### config.mk
export PLATFORM = sky130hd
export DESIGN_NAME = router_fsm_np
export DESIGN_NICKNAME = d
export VERILOG_FILES = /design/src/rtl/router_fsm_np.sv
export SDC_FILE = /design/constraint.sdc
export NUM_CORES = 1
export LEC_CHECK = 0
export BUFFER_PORTS_ARGS = -buffer_cell sky130_fd_sc_hd__buf_2
export CAP_MARGIN = 20
export CORE_MARGIN = 4
export CORE_UTILIZATION = 41
export CTS_CLUSTER_SIZE = 20
export DETAILED_ROUTE_END_ITERATION = 6
export PLACE_DENSITY = 0.79
export SKIP_LAST_GASP = 1
export SYNTH_ARGS = -nofsm -noshare
export SYNTH_HDL_FRONTEND = slang
export SYNTH_SLANG_ARGS = --single-unit
export TNS_END_PERCENT = 5
### constraint.sdc
create_clock -name clk -period 1.38 [get_ports clk]
set_input_delay 0.414 -clock clk [delete_from_list [all_inputs] [get_ports clk]]
set_output_delay 0.414 -clock clk [all_outputs]
set_load 0.05 [all_outputs]
### src/rtl/router_fsm_np.sv
// Input-side packet-routing FSM for NUM_PORTS output FIFOs with header-latched destination.
// Define ROUTER_FSM_TIMEOUT_EN to build the WAIT_TILL_EMPTY timeout (WTE -> DROP_PACKET).
module router_fsm_np #(
  parameter int unsigned NUM_PORTS    = 3,
  parameter int unsigned ADDR_W       = 2,
  parameter int unsigned WAIT_TIMEOUT = 64
) (
  input  logic                 clk,
  input  logic                 resetn,
  input  logic                 packet_valid,
  input  logic [ADDR_W-1:0]    datain,
  input  logic                 fifo_full,
  input  logic [NUM_PORTS-1:0] fifo_empty,
  input  logic [NUM_PORTS-1:0] soft_reset,
  input  logic                 parity_done,
  input  logic                 low_packet_valid,
  output logic [ADDR_W-1:0]    port_sel,
  output logic [3:0]           state_o,
  output logic                 detect_add,
  output logic                 lfd_state,
  output logic                 ld_state,
  output logic                 laf_state,
  output logic                 full_state,
  output logic                 rst_int_reg,
  output logic                 write_enb_reg,
  output logic                 busy,
  output logic                 drop_state,
  output logic                 timeout_err
);

  localparam int unsigned     NumAddr   = 2 ** ADDR_W;
  localparam logic [ADDR_W:0] NumPortsW = (ADDR_W + 1)'(NUM_PORTS);

  if (NUM_PORTS < 2 || NUM_PORTS > NumAddr || WAIT_TIMEOUT < 1) begin : gen_param_check
    $error("router_fsm_np: illegal parameter combination");
  end

  typedef enum logic [3:0] {
    StDa   = 4'd0,
    StWte  = 4'd1,
    StLfd  = 4'd2,
    StLd   = 4'd3,
    StLp   = 4'd4,
    StFfs  = 4'd5,
    StLaf  = 4'd6,
    StCpe  = 4'd7,
    StDrop = 4'd8
  } state_e;

  state_e               state_q, state_d;
  logic [NumAddr-1:0]   empty_ext;
  logic [NumAddr-1:0]   sreset_ext;
  logic                 addr_ok;
  logic                 load_sel;

`ifdef ROUTER_FSM_TIMEOUT_EN
  localparam int unsigned CntW = $clog2(WAIT_TIMEOUT + 1);
  logic [CntW-1:0] wait_cnt;
  logic            timeout_hit;
`endif

  // Zero-extend per-port flags so any address value indexes a defined bit.
  always_comb begin
    empty_ext                   = '0;
    empty_ext[NUM_PORTS-1:0]    = fifo_empty;
    sreset_ext                  = '0;
    sreset_ext[NUM_PORTS-1:0]   = soft_reset;
  end

  assign addr_ok  = {1'b0, datain} < NumPortsW;
  assign load_sel = (state_q == StDa) && packet_valid && addr_ok;

  always_comb begin
    state_d = state_q;
`ifdef ROUTER_FSM_TIMEOUT_EN
    timeout_hit = 1'b0;
`endif
    case (state_q)
      StDa: begin
        if (packet_valid) begin
          if (!addr_ok)               state_d = StDrop;
          else if (empty_ext[datain]) state_d = StLfd;
          else                        state_d = StWte;
        end
      end
      StWte: begin
        if (empty_ext[port_sel]) begin
          state_d = StLfd;
`ifdef ROUTER_FSM_TIMEOUT_EN
        end else if (wait_cnt == CntW'(WAIT_TIMEOUT - 1)) begin
          state_d     = StDrop;
          timeout_hit = 1'b1;
`endif
        end
      end
      StLfd: state_d = StLd;
      StLd: begin
        if (fifo_full)          state_d = StFfs;
        else if (!packet_valid) state_d = StLp;
      end
      StLp:  state_d = StCpe;
      StCpe: state_d = fifo_full ? StFfs : StDa;
      StFfs: begin
        if (!fifo_full) state_d = StLaf;
      end
      StLaf: begin
        if (parity_done)           state_d = StDa;
        else if (low_packet_valid) state_d = StLp;
        else                       state_d = StLd;
      end
      StDrop: begin
        if (!packet_valid) state_d = StDa;
      end
      default: state_d = StDa;
    endcase

    // Read-side abort of the selected port overrides everything but reset.
    if (state_q != StDa && state_q != StDrop && sreset_ext[port_sel]) begin
      state_d = StDa;
`ifdef ROUTER_FSM_TIMEOUT_EN
      timeout_hit = 1'b0;
`endif
    end
  end

  always_ff @(posedge clk) begin
    if (!resetn) begin
      state_q  <= StDa;
      port_sel <= '0;
`ifdef ROUTER_FSM_TIMEOUT_EN
      wait_cnt    <= '0;
      timeout_err <= 1'b0;
`endif
    end else begin
      state_q <= state_d;
      if (load_sel) port_sel <= datain;
`ifdef ROUTER_FSM_TIMEOUT_EN
      timeout_err <= timeout_hit;
      // Held at zero outside WTE, so it always starts from zero on entry.
      if (state_q == StWte) wait_cnt <= wait_cnt + CntW'(1);
      else                  wait_cnt <= '0;
`endif
    end
  end

`ifndef ROUTER_FSM_TIMEOUT_EN
  assign timeout_err = 1'b0;
`endif

  assign state_o       = state_q;
  assign detect_add    = (state_q == StDa);
  assign lfd_state     = (state_q == StLfd);
  assign ld_state      = (state_q == StLd);
  assign laf_state     = (state_q == StLaf);
  assign full_state    = (state_q == StFfs);
  assign rst_int_reg   = (state_q == StCpe);
  assign drop_state    = (state_q == StDrop);
  assign write_enb_reg = (state_q == StLd) || (state_q == StLp) || (state_q == StLaf);
  assign busy          = (state_q == StLfd) || (state_q == StLp) || (state_q == StFfs) ||
                         (state_q == StLaf) || (state_q == StWte) || (state_q == StCpe);

endmodule

After elaboration in Yosys (flattened, before gate mapping)
Cells that the tools add are included.

operators by class
  $add $sub $neg = 0
  $mul = 0
  divide/modulo/power cells = 0
  $lt $le $gt $ge = 3
  equal/unequal tests = 14
  shift operators = 0
  mux-type cells = 18
  bitwise gates (word level) = 1
  reduce and logical (&&, ||, !) cells = 15

operator list
  kind                                                                          count
  4-bit case mux with 9 select lines                                            1
  4-bit two-way mux                                                             7
  4-bit by 3-bit equality test with 1-bit output, second input constant         4
  3-bit two-way mux                                                             3
  4-bit by 2-bit equality test with 1-bit output, second input constant         2
  2-bit != test, second input constant                                          4
  1-bit logical OR                                                              7
  1-bit binary-select mux with 2-bit select                                     3
  2-bit by 3-bit less-than comparator with 1-bit output, second input constant  2
  5-bit AND reduction                                                           1
  4-bit by 1-bit equality test with 1-bit output, second input constant         1
  4-bit equality test, second input constant                                    1
  1-bit logical AND                                                             4
  4-bit logical NOT                                                             1
  4-bit != test, second input constant                                          1
  4-bit nonzero test                                                            1
  1-bit two-way mux                                                             3
  3-bit != test, second input constant                                          1
  2-bit less-than comparator, second input constant                             1
  2-bit two-way mux                                                             1
  2-bit OR reduction                                                            1
  1-bit NOT                                                                     1

storage, ports and cells
  bits in registers = 6
  latch bits = 0
  memory bits (writable) = 0
  ROM bits = 0
  output and inout port bits = 16
  memories = 0

Longest topological paths before layout
Gate-level depths: netlist of the first run.

  depth after elaboration = 6
  mapped depth = 6
  depth with buffers taken out = 4

Worst setup path before layout of the first run
OpenSTA, ideal clock, no wires.

  path type = register to output
  from = reg state_q[0], in the netlist state_o[0]
  to = out full_state
  data arrival time = 2.213 ns
  path slack = -1.247 ns
  cell stages (with the launch flop) = 3
  cell sequence = dfxtp_1 clkbuf_8 nor3b_1

between the ends
  word-level cells in the longest chain between the ends = 1

RTL lines
  item                                            RTL line  RTL
  from (decl)                                     50        state_e state_q, state_d;
  from (signal assigned)                          128       state_q <= StDa;
  from (signal assigned)                          135       state_q <= state_d;
  4-bit by 3-bit equality test with 1-bit output  155       assign full_state = (state_q == StFfs);
  to (decl)                                       23        output logic full_state,

No other way between the ends.

Worst setup path after layout of the first run
  from = reg state_q[1], in the netlist state_o[1]
  to = reg state_q[1], in the netlist state_o[1]

between the ends
  word-level cells in the longest chain between the ends = 4
  elaborated cells between the ends (all ways) = 21
  those cells by class = eq/ne: 14; mux: 1; reduce/logical: 6

RTL lines
  item
  parallel branches: the longest is 4 deep, another holds 5-bit AND reduction

Parallel ways; which one is timed is not known.
A chain may end at the register's enable or synchronous reset.

==> results of run 1 <==
layout by cell type, fill, tap and decap left out, drive strengths merged:
master,n
a211oi,2
a21oi,4
a221o,1
a31oi,2
and4b,1
and4bb,1
buf,54
clkbuf,4
conb,1
dfxtp,6
inv,4
mux2,1
mux2i,4
nand2,5
nand2b,6
nand3,2
nand3b,2
nand4,1
nor2,6
nor2b,2
nor3,6
nor3b,1
nor4,3
nor4b,1
o2111ai,1
o211a,1
o211ai,4
o21a,1
o21ai,2
o221a,1
o221ai,2
o32a,1
or2,1
or3,1
or3b,2
state kept, by name, indices dropped and copies added (netlist names):
name and flops:
state_o 4, port_sel 2
stage by stage:
stage	cell area (um^2)	power, mW	hold WS (ns)	worst slack (ns)
after CTS	1146	1.837	0.4695	-0.2719
after global routing	1191	2.036	0.4774	-0.3885
final	1191	1.935	0.4653	-0.3287
after detailed placement	1017	1.470	0.6390	-0.2402
after global placement	1017	1.452	0.6250	-0.1789
after floorplan	752.0	1.153	0.5441	-0.4625
power by group through the flow:
stage / combinational (mW) / sequential [mW] / clock, mW
finish: 1.45 / 0.309 / 0.176
global placement: 1.15 / 0.301 / 0
global route: 1.53 / 0.319 / 0.189
detailed placement: 1.17 / 0.305 / 0
CTS: 1.35 / 0.308 / 0.177
floorplan: 0.744 / 0.409 / 0
layer usage:
| metal | track usage | routed length [um] |
|---|---|---|
| met1 | 0.2517 | 922 |
| met4 | 0.02688 | 29 |
| met2 | 0.3905 | 1177 |
| met3 | 0.04797 | 199 |
| met5 | 0 | 0 |
kinds of logic (layout without fill, tap and decap cells):
group	count (synthesis)	count (layout)	share of synthesized area
flops	6	6	0.1822
mux	5	5	0.07780
buf+inv	11	62	0.1120
compound gates	22	22	0.2467
simple gates	41	41	0.3757
other cells	1	1	0.005687
how the worst max path moves through the flow:
stage,endpoint,slack (ns),depth (start not counted)
after CTS,busy,-0.27,4
after global placement,state_o[0],-0.18,5
after global routing,state_o[1],-0.39,7
after floorplan,state_o[0],-0.46,4
final,state_o[1],-0.33,7
after detailed placement,state_o[0],-0.24,5
what timing repair did:
| action | 4_1_cts | 5_1_grt |
|---|---|---|
| resized for setup | 24 | 5 |
| buffers inserted | 2 | 2 |
| endpoints found under the setup margin | 14 | 20 |
| pin swaps | 4 | 0 |
worst reg2reg max path: stages, from the launching register on:
cell and delay, ns:
sky130_fd_sc_hd__dfxtp_4 0.38, sky130_fd_sc_hd__buf_4 0.14, sky130_fd_sc_hd__buf_4 0.15, sky130_fd_sc_hd__and4bb_2 0.23, sky130_fd_sc_hd__a211oi_2 0.20, sky130_fd_sc_hd__buf_4 0.16
sky130_fd_sc_hd__a31oi_1 0.10, sky130_fd_sc_hd__nor3_1 0.25
area by class of cell:
cell class,count,area (um^2)
Multi-Input combinational cell,69,608.1
Timing Repair Buffer,54,387.9
Sequential cell,6,133.9
Clock buffer,4,26.28
Fill cell,97,315.3
Tap cell,16,20.02
Inverter,4,15.01
==> impl_metrics.json, run 1 <==
{
  "diodes": 0,
  "design.die.area_um2": 2314,
  "core_region_area_um2": 1506,
  "share_clk_of_total_power": 0.091,
  "final_net_count": 152,
  "worst-setup-path-type": "reg -> reg",
  "finalWirelength_mm": 2.328,
  "share_of_the_clock_period_used_by_the_worst_path": 1.238,
  "hold_end": "port_sel[1]",
  "critPathTopFamily": "simple AND/OR/NAND/NOR gates",
  "edff_count_synth": 0,
  "ratio_of_total_power_to_cell_area_nw_per_um2": 1625,
  "detail_route.vias_per_cell": 5.817,
  "netlist_top_cells_area": "sky130_fd_sc_hd__dfxtp_1 18%, sky130_fd_sc_hd__mux2i_1 6.1%, sky130_fd_sc_hd__nand2b_1 5.7%",
  "grt_first_pass_wirelength_mm": 3.519,
  "required_ns": 1.52,
  "outcome": "finished, violations left",
  "clock_latency_ns": 0.24,
  "final_util": 0.7907,
  "crit_chain": "buf_4 > buf_4 > and4bb_2 > a211oi_2 > buf_4 > a31oi_1 > nor3_1",
  "drt-initial-drc-count": 30,
  "synthesis.instances": 86,
  "combPwrFrac": 0.749,
  "reg2reg_to": "state_o[1]",
  "post_synth.cell_area_avg_um2": 7.667,
  "crit_path_top_delay_cell": "sky130_fd_sc_hd__dfxtp_4",
  "wl_per_cell_um": 15.22,
  "clk_root_buffer_cell": "sky130_fd_sc_hd__clkbuf_4",
  "total_net_switching_power_uw": 968.6,
  "critical_path.startpoint_type": "flop",
  "vias": 890,
  "r2r_slack_ns": -0.33,
  "grt_start_max_net_pins": 12,
  "finalCriticalPeriod_ns": 1.709,
  "synth_sequential_area_ratio": 0.1822,
  "power.static_leakage_nw": 0.5020,
  "number_of_global_route_vias_before_repair": 822,
  "site_row_count": 14,
  "max_stage_delay_ns": 0.38,
  "drv.max_cap_violation_count": 0,
  "post_route_cells_drive_above_1_share": 0.6204,
  "setup_repair_after_global_routing_missed_its_margin": "yes",
  "detail_route.first_pass.iterations": 4,
  "critical_path_buf_inv_count": 3,
  "max_freq_ghz": 0.5852,
  "initial_utilization": 0.4377,
  "synth_async_sr_flop_share": 0,
  "dieHeight_um": 48.10,
  "antenna_left": 0,
  "yosysTopAreaCell": "sky130_fd_sc_hd__dfxtp_1",
  "cts.sinks": 6,
  "skew_ns": 0.004833,
  "worst_r2r_path_depth": 7,
  "hold_path.startpoint": "resetn",
  "max-slew-margin-rel": 0.6400,
  "synth_area_um2": 659.4,
  "globalRoute.totalOverflow": 0,
  "port_buffers": 28,
  "final_cell_count_no_fill": 153,
  "sequential_cell_fraction_of_total_power": 0.160,
  "worstPathArrival_ns": 1.85,
  "syn_to_final_growth_pct": 80.64,
  "final.setup.worst_slack_ns": -0.3287,
  "synth.yosys.warnings": 0,
  "finalMaxSlewViolations": 0,
  "post-synth-top-area-fraction": 0.1822,
  "p_sw_frac": 0.5004,
  "syn-num-nets": 100,
  "most_frequent_cells_after_synthesis": "6 x sky130_fd_sc_hd__dfxtp_1, 6 x sky130_fd_sc_hd__nand2b_1, 6 x sky130_fd_sc_hd__nor2_1, 6 x sky130_fd_sc_hd__nor3_1, 5 x sky130_fd_sc_hd__nand2_1",
  "setup_viol": 18,
  "routabilityCongestion": 0.8790,
  "path_type_of_the_worst_min_delay_path": "in -> reg",
  "crit_end_element": "flop",
  "tritoncts_buffers": 3,
  "synth-seq-cells": 6,
  "violations": "setup timing",
  "drc_errors": 0,
  "total_global_routing_track_utilization": 0.2107,
  "hold_buffers": 0,
  "ir_worst_vdd_uv": 1170,
  "initial_antenna_violation_count": 0,
  "hold-path-cell-count": 3,
  "worstMarginPinSlew_ns": 0.5343,
  "post-place-cells": 145,
  "cts.path.max_buffers": 2,
  "startpoint": "state_o[1]",
  "cts.reportedPaths.clkPinSlew_ns": 0.05,
  "detailedPlacementHpwl_mm": 1.713,
  "internal_dissipation_uw": 966.9,
  "r2r-start": "state_o[1]",
  "count_of_different_cell_masters_after_synthesis": 40,
  "synth-main-ff-cell": "sky130_fd_sc_hd__dfxtp_1",
  "crit_path_frequent_cell": "sky130_fd_sc_hd__buf_4",
  "cts-htree-levels": 1,
  "tritoncts": "built",
  "final-hold-violation-count": 0,
  "design.portCount": 30,
  "critical_path_fanouts_max": 8,
  "dieWidth_um": 48.10,
  "final.setup.tns_ns": -3.566
}
No activity file was read; power rests on OpenSTA's default activity.
==> run 2: changes to the inputs <==
--- a/config.mk
+++ b/config.mk
@@ -5,13 +5,16 @@
 export SDC_FILE = /design/constraint.sdc
 export NUM_CORES = 1
 export LEC_CHECK = 0
+export ABC_AREA = 1
 export BUFFER_PORTS_ARGS = -buffer_cell sky130_fd_sc_hd__buf_2
 export CAP_MARGIN = 20
+export CELL_PAD_IN_SITES_DETAIL_PLACEMENT = 1
+export CELL_PAD_IN_SITES_GLOBAL_PLACEMENT = 1
 export CORE_MARGIN = 4
-export CORE_UTILIZATION = 41
+export CORE_UTILIZATION = 24
 export CTS_CLUSTER_SIZE = 20
 export DETAILED_ROUTE_END_ITERATION = 6
-export PLACE_DENSITY = 0.79
+export PLACE_DENSITY = 0.78
 export SKIP_LAST_GASP = 1
 export SYNTH_ARGS = -nofsm -noshare
 export SYNTH_HDL_FRONTEND = slang
==> impl_metrics.json, run 2 <==
{
  "initial_antenna_violation_count": 0,
  "postCtsSetupRepairBufs": 0,
  "drc_errors": 0,
  "synth_async_sr_flop_share": 0,
  "post-place-cells": 175,
  "drv.max_cap_violation_count": 0,
  "yosysTopAreaCell": "sky130_fd_sc_hd__dfxtp_1",
  "worst-setup-path-type": "reg -> out",
  "final_cell_count_no_fill": 179,
  "wl_per_cell_um": 12.60,
  "finalCriticalPeriod_ns": 1.562,
  "setup_viol": 17,
  "number_of_global_route_vias_before_repair": 880,
  "grt_util_met2": 0.2955,
  "clock_latency_ns": 0.24,
  "violations": "setup timing",
  "final_net_count": 166,
  "antenna_left": 0,
  "design.portCount": 30,
  "finish.instance_area_um2": 1040,
  "grt.met1_usage": 0.1470,
  "synth_area_um2": 558.0,
  "count_of_different_cell_masters_after_synthesis": 13,
  "most_frequent_cells_after_synthesis": "28 x sky130_fd_sc_hd__nand2_1, 17 x sky130_fd_sc_hd__inv_1, 17 x sky130_fd_sc_hd__nor2_1",
  "power.static_leakage_nw": 0.5342,
  "detailedPlacementHpwl_mm": 1.957,
  "edff_count_synth": 0,
  "critical_path_fanouts_max": 6,
  "total_global_routing_track_utilization": 0.1494,
  "vias": 810,
  "synthesis.instances": 105,
  "syn_to_final_growth_pct": 86.32,
  "final.setup.worst_slack_ns": -0.1816,
  "grt_start_max_net_pins": 7,
  "critical_path.startpoint_type": "flop",
  "skew_ns": 0.0009059,
  "hold_path.startpoint": "resetn",
  "routabilityCongestion": 0.7667,
  "r2r_slack_ns": -0.09,
  "finalMaxSlewViolations": 0,
  "synth_most_common_cell": "sky130_fd_sc_hd__nand2_1",
  "layout_commonest_cell": "sky130_fd_sc_hd__nand2_1",
  "dieWidth_um": 56.22,
  "tritoncts": "built",
  "required_ns": 0.97,
  "cts.path.max_buffers": 2,
  "crit_end_element": "primary output",
  "clk_root_buffer_cell": "sky130_fd_sc_hd__clkbuf_4",
  "synth-seq-cells": 6,
  "share_of_the_clock_period_used_by_the_worst_path": 1.132,
  "detail_route.vias_per_cell": 4.525,
  "core_region_area_um2": 2212,
  "cts.sinks": 6,
  "netlist_top_cells_area": "sky130_fd_sc_hd__dfxtp_1 22%, sky130_fd_sc_hd__nand2_1 19%, sky130_fd_sc_hd__inv_1 11%",
  "cts-htree-levels": 1,
  "global_routing_s_busiest_layer": "met2",
  "synth.yosys.warnings": 0,
  "post-synth-top-area-fraction": 0.2152,
  "detail_route.first_pass.iterations": 2,
  "setup_repair_after_global_routing_missed_its_margin": "yes",
  "tot_pwr_mw": 2.054,
  "post_route_cells_drive_above_1_share": 0.5166,
  "site_row_count": 17,
  "port_buffers": 28,
  "layout.cells.most_common_list": "20 x sky130_fd_sc_hd__nand2_1, 19 x sky130_fd_sc_hd__buf_2, 14 x sky130_fd_sc_hd__buf_4",
  "drt-initial-drc-count": 2,
  "cts.reportedPaths.clkPinSlew_ns": 0.05,
  "r2r-start": "state_o[2]",
  "tritoncts_buffers": 3,
  "dieHeight_um": 56.22,
  "ratio_of_total_power_to_cell_area_nw_per_um2": 1976,
  "synth-main-ff-cell": "sky130_fd_sc_hd__dfxtp_1",
  "synth_sequential_area_ratio": 0.2152,
  "ir_worst_vdd_uv": 1007,
  "outcome": "finished, violations left",
  "grt_first_pass_wirelength_mm": 3.767,
  "largest_register_ffs": 4,
  "diodes": 0,
  "syn-num-nets": 119,
  "final_util": 0.4700,
  "detailed_place.area_um2": 913.4,
  "startpoint": "state_o[0]",
  "design.die.area_um2": 3161,
  "initial_utilization": 0.2523,
  "max_freq_ghz": 0.6404,
  "met3_usage": 0.03712,
  "post_synth.cell_area_avg_um2": 5.315,
  "globalRoute.totalOverflow": 0,
  "final-hold-violation-count": 0,
  "worstPathArrival_ns": 1.15,
  "path_type_of_the_worst_min_delay_path": "in -> reg",
  "finalWirelength_mm": 2.256
}
## run 2: changes by cell type after synthesis, sizes merged, moves of 3 or more
| cell | previous run | this run |
|---|---|---|
| nor4 | 3 | 0 |
| nand2 | 5 | 28 |
| o21ai | 2 | 6 |
| nand3 | 2 | 12 |
| mux2i | 4 | 0 |
| nand2b | 6 | 0 |
| nor3 | 6 | 0 |
| nor2 | 6 | 21 |
| o211ai | 4 | 0 |
| a21oi | 4 | 8 |
| clkbuf | 4 | 0 |
| inv | 4 | 18 |
## run 2: layer usage
metal  share of wire  wire [um]  vias to the layer above
li1                -          -                      418
met2            0.57       1297                       22
met1            0.38        852                      370
met3           0.047        106                        0
met5               0          0                        -
met4               0          0                        0
## run 2: what timing repair did
action	in CTS	in global routing
pin swaps	2	0
cloned	0	0
hold buffers	0	0
endpoints found under the setup margin	19	20
resized for setup	34	2
## run 2: area by class of cell
class,instances,area [um^2]
fill,303,1172
sequential,6,135.1
tap,28,35.03
multi-input combinational,80,455.4
inverter,18,71.32
timing repair buffer,43,316.6
clock buffer,4,26.28
## run 2: through the flow
stage	setup slack [ns]	hold slack [ns]	TNS (ns)
floorplan	-0.1144	0.5524	-0.5132
global placement	-0.05686	0.5149	-0.3824
detailed placement	-0.09413	0.5366	-0.8990
CTS	-0.1983	0.4267	-2.284
global route	-0.2552	0.4257	-3.538
finish	-0.1816	0.4337	-2.078
## run 2: final timing paths
path	endpoint	cells after the start
min reg2reg	port_sel[1]	2
min	port_sel[1]	3
max	laf_state	5
max reg2reg	state_o[3]	10
## run 2: power breakdown
group	leakage (nW)	internal [mW]	switching, mW
Sequential	0.0521	0.238	0.0872
Clock	0.0150	0.110	0.0680
Combinational	0.467	0.581	0.970
Total	0.534	0.929	1.13
## run 2: kinds of logic after synthesis
group / Yosys count / share of synthesized area
and+or+nand+nor: 65 / 0.5179
buffers and inverters: 19 / 0.1345
AOI/OAI and AO/OA: 14 / 0.1256
DFF: 6 / 0.2153
other: 1 / 0.006720
## run 2: critical path: stages, from the launching register on
cell and delay (ns):
sky130_fd_sc_hd__dfxtp_4 0.37, sky130_fd_sc_hd__inv_2 0.07, sky130_fd_sc_hd__nand2_2 0.06, sky130_fd_sc_hd__buf_6 0.13, sky130_fd_sc_hd__nor2_4 0.10, sky130_fd_sc_hd__buf_6 0.17
